===== config.mk =====
export PLATFORM = sky130hd
export DESIGN_NAME = id_ex_stage
export DESIGN_NICKNAME = d
export VERILOG_FILES = /design/src/rtl/id_ex_stage.sv
export SDC_FILE = /design/constraint.sdc
export NUM_CORES = 1
export LEC_CHECK = 0
export BUFFER_PORTS_ARGS = -buffer_cell sky130_fd_sc_hd__buf_2
export CAP_MARGIN = 25
export CORE_AREA = 3 3 152 154
export DETAILED_ROUTE_END_ITERATION = 7
export DIE_AREA = 0 0 155 157
export HOLD_SLACK_MARGIN = 0.12
export PLACE_DENSITY = 0.76
export RECOVER_POWER = 100
export SLEW_MARGIN = 20
export SYNTH_ARGS = -nofsm -noshare
export SYNTH_HDL_FRONTEND = slang
export SYNTH_SLANG_ARGS = --single-unit

===== constraint.sdc =====
create_clock -name clock -period 2.55 [get_ports clock]
set_input_delay 0.255 -clock clock [delete_from_list [all_inputs] [get_ports clock]]
set_output_delay 0.255 -clock clock [all_outputs]
set_load 0.005 [all_outputs]

===== src/rtl/id_ex_stage.sv =====
// Decode->execute pipeline register. It bypasses the writeback value past the register file,
// turns a load-use hazard or a flush into a bubble, and counts stall cycles with saturation.
module id_ex_stage #(
  parameter int DATA_W = 32,
  parameter int ADDR_W = 5,
  parameter int CTRL_W = 16,
  parameter int CNT_W  = 32
) (
  input  logic              clock,
  input  logic              reset_n,
  input  logic              id_valid,
  input  logic [DATA_W-1:0] id_pc,
  input  logic [ADDR_W-1:0] id_rs1,
  input  logic [ADDR_W-1:0] id_rs2,
  input  logic [ADDR_W-1:0] id_rd,
  input  logic [DATA_W-1:0] id_rd1,
  input  logic [DATA_W-1:0] id_rd2,
  input  logic [DATA_W-1:0] id_imm,
  input  logic [CTRL_W-1:0] id_ctrl,
  input  logic              id_mem_read,
  input  logic              id_reg_write,
  input  logic              wb_we,
  input  logic [ADDR_W-1:0] wb_addr,
  input  logic [DATA_W-1:0] wb_data,
  input  logic              flush,
  output logic              ex_valid,
  output logic [DATA_W-1:0] ex_pc,
  output logic [ADDR_W-1:0] ex_rs1,
  output logic [ADDR_W-1:0] ex_rs2,
  output logic [ADDR_W-1:0] ex_rd,
  output logic [DATA_W-1:0] ex_a,
  output logic [DATA_W-1:0] ex_b,
  output logic [DATA_W-1:0] ex_imm,
  output logic [CTRL_W-1:0] ex_ctrl,
  output logic              ex_mem_read,
  output logic              ex_reg_write,
  output logic              stall_id,
  output logic [CNT_W-1:0]  stall_cnt
);

  logic              valid_q, valid_d;
  logic [DATA_W-1:0] pc_q, pc_d;
  logic [ADDR_W-1:0] rs1_q, rs1_d;
  logic [ADDR_W-1:0] rs2_q, rs2_d;
  logic [ADDR_W-1:0] rd_q, rd_d;
  logic [DATA_W-1:0] a_q, a_d;
  logic [DATA_W-1:0] b_q, b_d;
  logic [DATA_W-1:0] imm_q, imm_d;
  logic [CTRL_W-1:0] ctrl_q, ctrl_d;
  logic              mem_read_q, mem_read_d;
  logic              reg_write_q, reg_write_d;
  logic [CNT_W-1:0]  cnt_q, cnt_d;

  logic              hazard;
  logic              bubble;
  logic [DATA_W-1:0] op_a;
  logic [DATA_W-1:0] op_b;

  // The register file cannot show a same-cycle write, so a matching writeback is forwarded.
  // x0 always reads zero, and a writeback addressed to x0 is never forwarded.
  always_comb begin
    op_a = id_rd1;
    if (id_rs1 == '0) begin
      op_a = '0;
    end else if (wb_we && (wb_addr != '0) && (wb_addr == id_rs1)) begin
      op_a = wb_data;
    end

    op_b = id_rd2;
    if (id_rs2 == '0) begin
      op_b = '0;
    end else if (wb_we && (wb_addr != '0) && (wb_addr == id_rs2)) begin
      op_b = wb_data;
    end
  end

  // Both rs fields are compared whether or not the instruction uses them.
  assign hazard = id_valid & valid_q & mem_read_q & (rd_q != '0)
                & ((rd_q == id_rs1) | (rd_q == id_rs2));
  assign stall_id = hazard & ~flush;
  assign bubble   = flush | hazard;

  always_comb begin
    valid_d     = valid_q;
    pc_d        = pc_q;
    rs1_d       = rs1_q;
    rs2_d       = rs2_q;
    rd_d        = rd_q;
    a_d         = a_q;
    b_d         = b_q;
    imm_d       = imm_q;
    ctrl_d      = ctrl_q;
    mem_read_d  = mem_read_q;
    reg_write_d = reg_write_q;
    if (bubble) begin
      // The data fields keep their old contents; only the control that can cause effects is cleared.
      valid_d     = 1'b0;
      ctrl_d      = '0;
      mem_read_d  = 1'b0;
      reg_write_d = 1'b0;
    end else begin
      valid_d     = id_valid;
      pc_d        = id_pc;
      rs1_d       = id_rs1;
      rs2_d       = id_rs2;
      rd_d        = id_rd;
      a_d         = op_a;
      b_d         = op_b;
      imm_d       = id_imm;
      ctrl_d      = id_ctrl;
      mem_read_d  = id_valid & id_mem_read;
      reg_write_d = id_valid & id_reg_write;
    end
  end

  always_comb begin
    cnt_d = cnt_q;
    if (stall_id && (cnt_q != {CNT_W{1'b1}})) begin
      cnt_d = cnt_q + 1'b1;
    end
  end

  always_ff @(posedge clock or negedge reset_n) begin
    if (!reset_n) begin
      valid_q     <= 1'b0;
      pc_q        <= '0;
      rs1_q       <= '0;
      rs2_q       <= '0;
      rd_q        <= '0;
      a_q         <= '0;
      b_q         <= '0;
      imm_q       <= '0;
      ctrl_q      <= '0;
      mem_read_q  <= 1'b0;
      reg_write_q <= 1'b0;
      cnt_q       <= '0;
    end else begin
      valid_q     <= valid_d;
      pc_q        <= pc_d;
      rs1_q       <= rs1_d;
      rs2_q       <= rs2_d;
      rd_q        <= rd_d;
      a_q         <= a_d;
      b_q         <= b_d;
      imm_q       <= imm_d;
      ctrl_q      <= ctrl_d;
      mem_read_q  <= mem_read_d;
      reg_write_q <= reg_write_d;
      cnt_q       <= cnt_d;
    end
  end

  assign ex_valid     = valid_q;
  assign ex_pc        = pc_q;
  assign ex_rs1       = rs1_q;
  assign ex_rs2       = rs2_q;
  assign ex_rd        = rd_q;
  assign ex_a         = a_q;
  assign ex_b         = b_q;
  assign ex_imm       = imm_q;
  assign ex_ctrl      = ctrl_q;
  assign ex_mem_read  = mem_read_q;
  assign ex_reg_write = reg_write_q;
  assign stall_cnt    = cnt_q;

endmodule


==> reports/qor.yml <==
relSlewSlack_pct: -8.083
worstSetupStartpointType: "flip-flop"
power.switching_mw: 2.028
synth_cells: 612
fin_nets: 1388
setup_slack_ns: 0.1396
ys_ff_latch: 194
crit_family: "simple AND/OR/NAND/NOR gates"
cp_slowest_cell: "or4_1"
first_global_vias: 7971
std_cell_rows: 54
gr-total-overflow: 0
place_ws_ns: 0.1663
crit_buf_inv: 1
period_needed_ns: 2.410
grt_pass1_wl_um: 42960
htreeDepth: 4
antenna_found_initial: 1
cts_inserted_buffers: 17
cap_viol_max_count: 1
pin_count: 398
crit_path_max_incr_delay_ns: 0.55
total_power_mw: 7.304
synth_edf_count: 0
p_clk_share_pct: 36.5
fin_skew_ns: 0.01463
syn_to_final_growth_pct: 49.95
die_w_um: 155
async_reset_ff_share_pct: 100.0
leakage_nw: 5.714
drt_iter0_drc: 365
path_cells: "or4_1 > o2111ai_2 > nor2b_2 > or2_4 > buf_2 > mux2_1"
ir_worst_vdd_mv: 0.4013
place_congestion: 0.8619
synth_seq_area_share_pct: 56.88
drive_gt1_share_pct: 29.74
postRouteAntennaNets: 0
failed_checks: "max-capacitance violations, max-slew violations"
core_um2: 21820
synth_nets: 816
rrSetupSlack_ns: 0.14
cts-root-buf: "clkbuf_16"
port_buffers: 397
power_density_nw_per_um2: 570.8
reg2regPathDepth: 6
critPathMaxFanout: 18
period_share_pct: 94.53
avgViaCountPerCell: 4.941
worst_hold_slack_ns: 0.1231
hold_viol_final: 0
clockBufferDepth: 2
synthFlopType: "dfrtp_1"
p_sw_share_pct: 27.76
clk_pin_slew_ns: 0.08
layout.cells.non_filler: 1479
dp.cells: 1277
internal_power_mw: 5.277
hp-start: "id_rd1[6]"
seq_power_share_pct: 47.5
status: "complete, but fails checks"
fin_tns_setup_ns: 0
timing.rr.start: "ex_rd[1]$_DFFE_PN0N_"
cts_tree: "yes"
final_common_cell: "buf_2"
final_cell_mix: "buf_2 (242), dfrtp_1 (193), dlygate4sd3_1 (159)"
synth-warning-count: 0
path_class: "reg -> reg"
holdPathEnd: "ex_a[6]$_DFFE_PN0N_"
power_frac_comb_pct: 16.0
rsz0062_at_grt: "no"
placed_area_um2: 10930
whs_path_depth: 3
endpoint_kind: "flip-flop"
initial_utilization_pct: 39.11
clock.fmax_mhz: 414.9
design_area_um2: 12800
first_pass_iters: 4
setup_viol: 0
die-area_um2: 24340
finalWirelength_um: 27980
synth_area_per_cell_um2: 13.95
clk_latency_ns: 0.43
grt_util_all_layers_pct: 22.34
slew_viol_final: 64
cp.required_ns: 2.86
worst_r2r_endpoint: "ex_pc[4]$_DFFE_PN0N_"
netlist_area_um2: 8534
wl_per_cell_um: 18.91
final_util_pct: 58.64
worst_slew_pin_slew_ns: 1.621
cts_sinks: 194
grt_max_degree: 65
dp_hpwl_um: 18480
die-height_um: 157
vias: 7308
cp.arrival_ns: 2.72
drc_errors: 0
synthDistinctLibCells: 36
hold_path_class: "in -> reg"
==> cell type report <==
type / instances / area, um^2
antenna: 2 / 5.005
clock inverter: 14 / 162.7
inverter: 6 / 22.52
fill: 1795 / 9026
timing repair buffer: 585 / 3670
multi-input combinational: 380 / 3302
clock buffer: 18 / 429.2
sequential: 194 / 4856
tap: 280 / 350.3
==> worst register-to-register path, cell delays in order, from the launching register on <==
cell	delay, ns
dfrtp_2	0.45
or4_1	0.55
o2111ai_2	0.24
nor2b_2	0.10
or2_4	0.36
buf_2	0.24
mux2_1	0.35
==> power by group through the flow <==
| stage | registers [mW] | logic [mW] | clock network [mW] |
|---|---|---|---|
| after floorplan | 3.52 | 0.427 | 0 |
| after global placement | 3.51 | 1.05 | 0 |
| after detailed placement | 3.51 | 1.08 | 0 |
| after CTS | 3.46 | 1.27 | 2.74 |
| after global routing | 3.50 | 1.27 | 2.86 |
| final | 3.47 | 1.17 | 2.66 |
==> worst max path at each step <==
stage	to	depth (start not counted)	slack [ns]	startpoint
2_1_floorplan	ex_rd[3]$_DFFE_PN0N_	6	0.33	ex_rd[1]$_DFFE_PN0N_
3_3_place_gp	stall_cnt[1]$_DFFE_PN0P_	6	0.21	stall_cnt[0]$_DFFE_PN0P_
3_5_place_dp	stall_cnt[1]$_DFFE_PN0P_	6	0.17	stall_cnt[0]$_DFFE_PN0P_
4_1_cts	stall_id	6	0.01	ex_rd[1]$_DFFE_PN0N_
5_1_grt	ex_rs2[0]$_DFFE_PN0N_	7	0.005	ex_rd[4]$_DFFE_PN0N_
6_report	ex_pc[4]$_DFFE_PN0N_	6	0.14	ex_rd[1]$_DFFE_PN0N_
==> metal layers <==
layer | share of wire [%] | wire, um | global-route usage, % | vias up
met1 | 38 | 10530 | 25.35 | 3567
met4 | 3.3 | 933 | 8.747 | 0
met3 | 6.9 | 1920 | 6.049 | 63
met2 | 52 | 14590 | 40.15 | 320
li1 | - | - | - | 3358
met5 | 0 | 0 | 0 | -
==> what timing repair did <==
item	in CTS	in global routing
setup endpoints to repair	0	25
gates resized for setup	0	6
hold buffers	159	0
buffers inserted	0	9
hold endpoints to repair	196	0
==> synth_stat cells, drive strengths merged, types with 2 or more instances <==
cell type    n  area [um^2]
nor4         7        56.30
o2bb2ai     64        560.5
and2        17        106.4
or2          4        25.02
inv          6        22.52
nand4        5        37.53
and3         5        31.28
or4          4        33.78
mux2i       64        640.6
mux2        81         1100
nor2        17        63.81
buf         23        198.9
clkbuf       9        33.78
a211o        2        17.52
nor3        16        80.08
xnor2       25        219.0
nand2       15        56.30
dfrtp      194         4855
nand3       21        110.1
xor2        25        219.0
==> state kept, by name, indices dropped and copies added, names as in the netlist <==
name          count
ex_reg_write      1
ex_b             32
ex_rs1            5
stall_cnt        32
ex_rd             5
ex_rs2            5
ex_imm           32
ex_ctrl          16
ex_mem_read       1
ex_a             32
ex_valid          1
ex_pc            32
==> kinds of logic (layout without fill, tap and decap cells) <==
group | Yosys count | count (layout) | share of synthesized area (%)
adder cells (fa/ha/maj) | 1 | 1 | 0.1466
flip-flops | 194 | 194 | 56.88
buffers and inverters | 38 | 623 | 2.991
other | 0 | 2 | 0
AND/OR/NAND/NOR | 115 | 115 | 7.374
XOR/XNOR | 50 | 50 | 5.131
multiplexers | 145 | 145 | 20.39
AO/OA/AOI/OAI | 69 | 69 | 7.081
(Power assumes the default switching activity.)
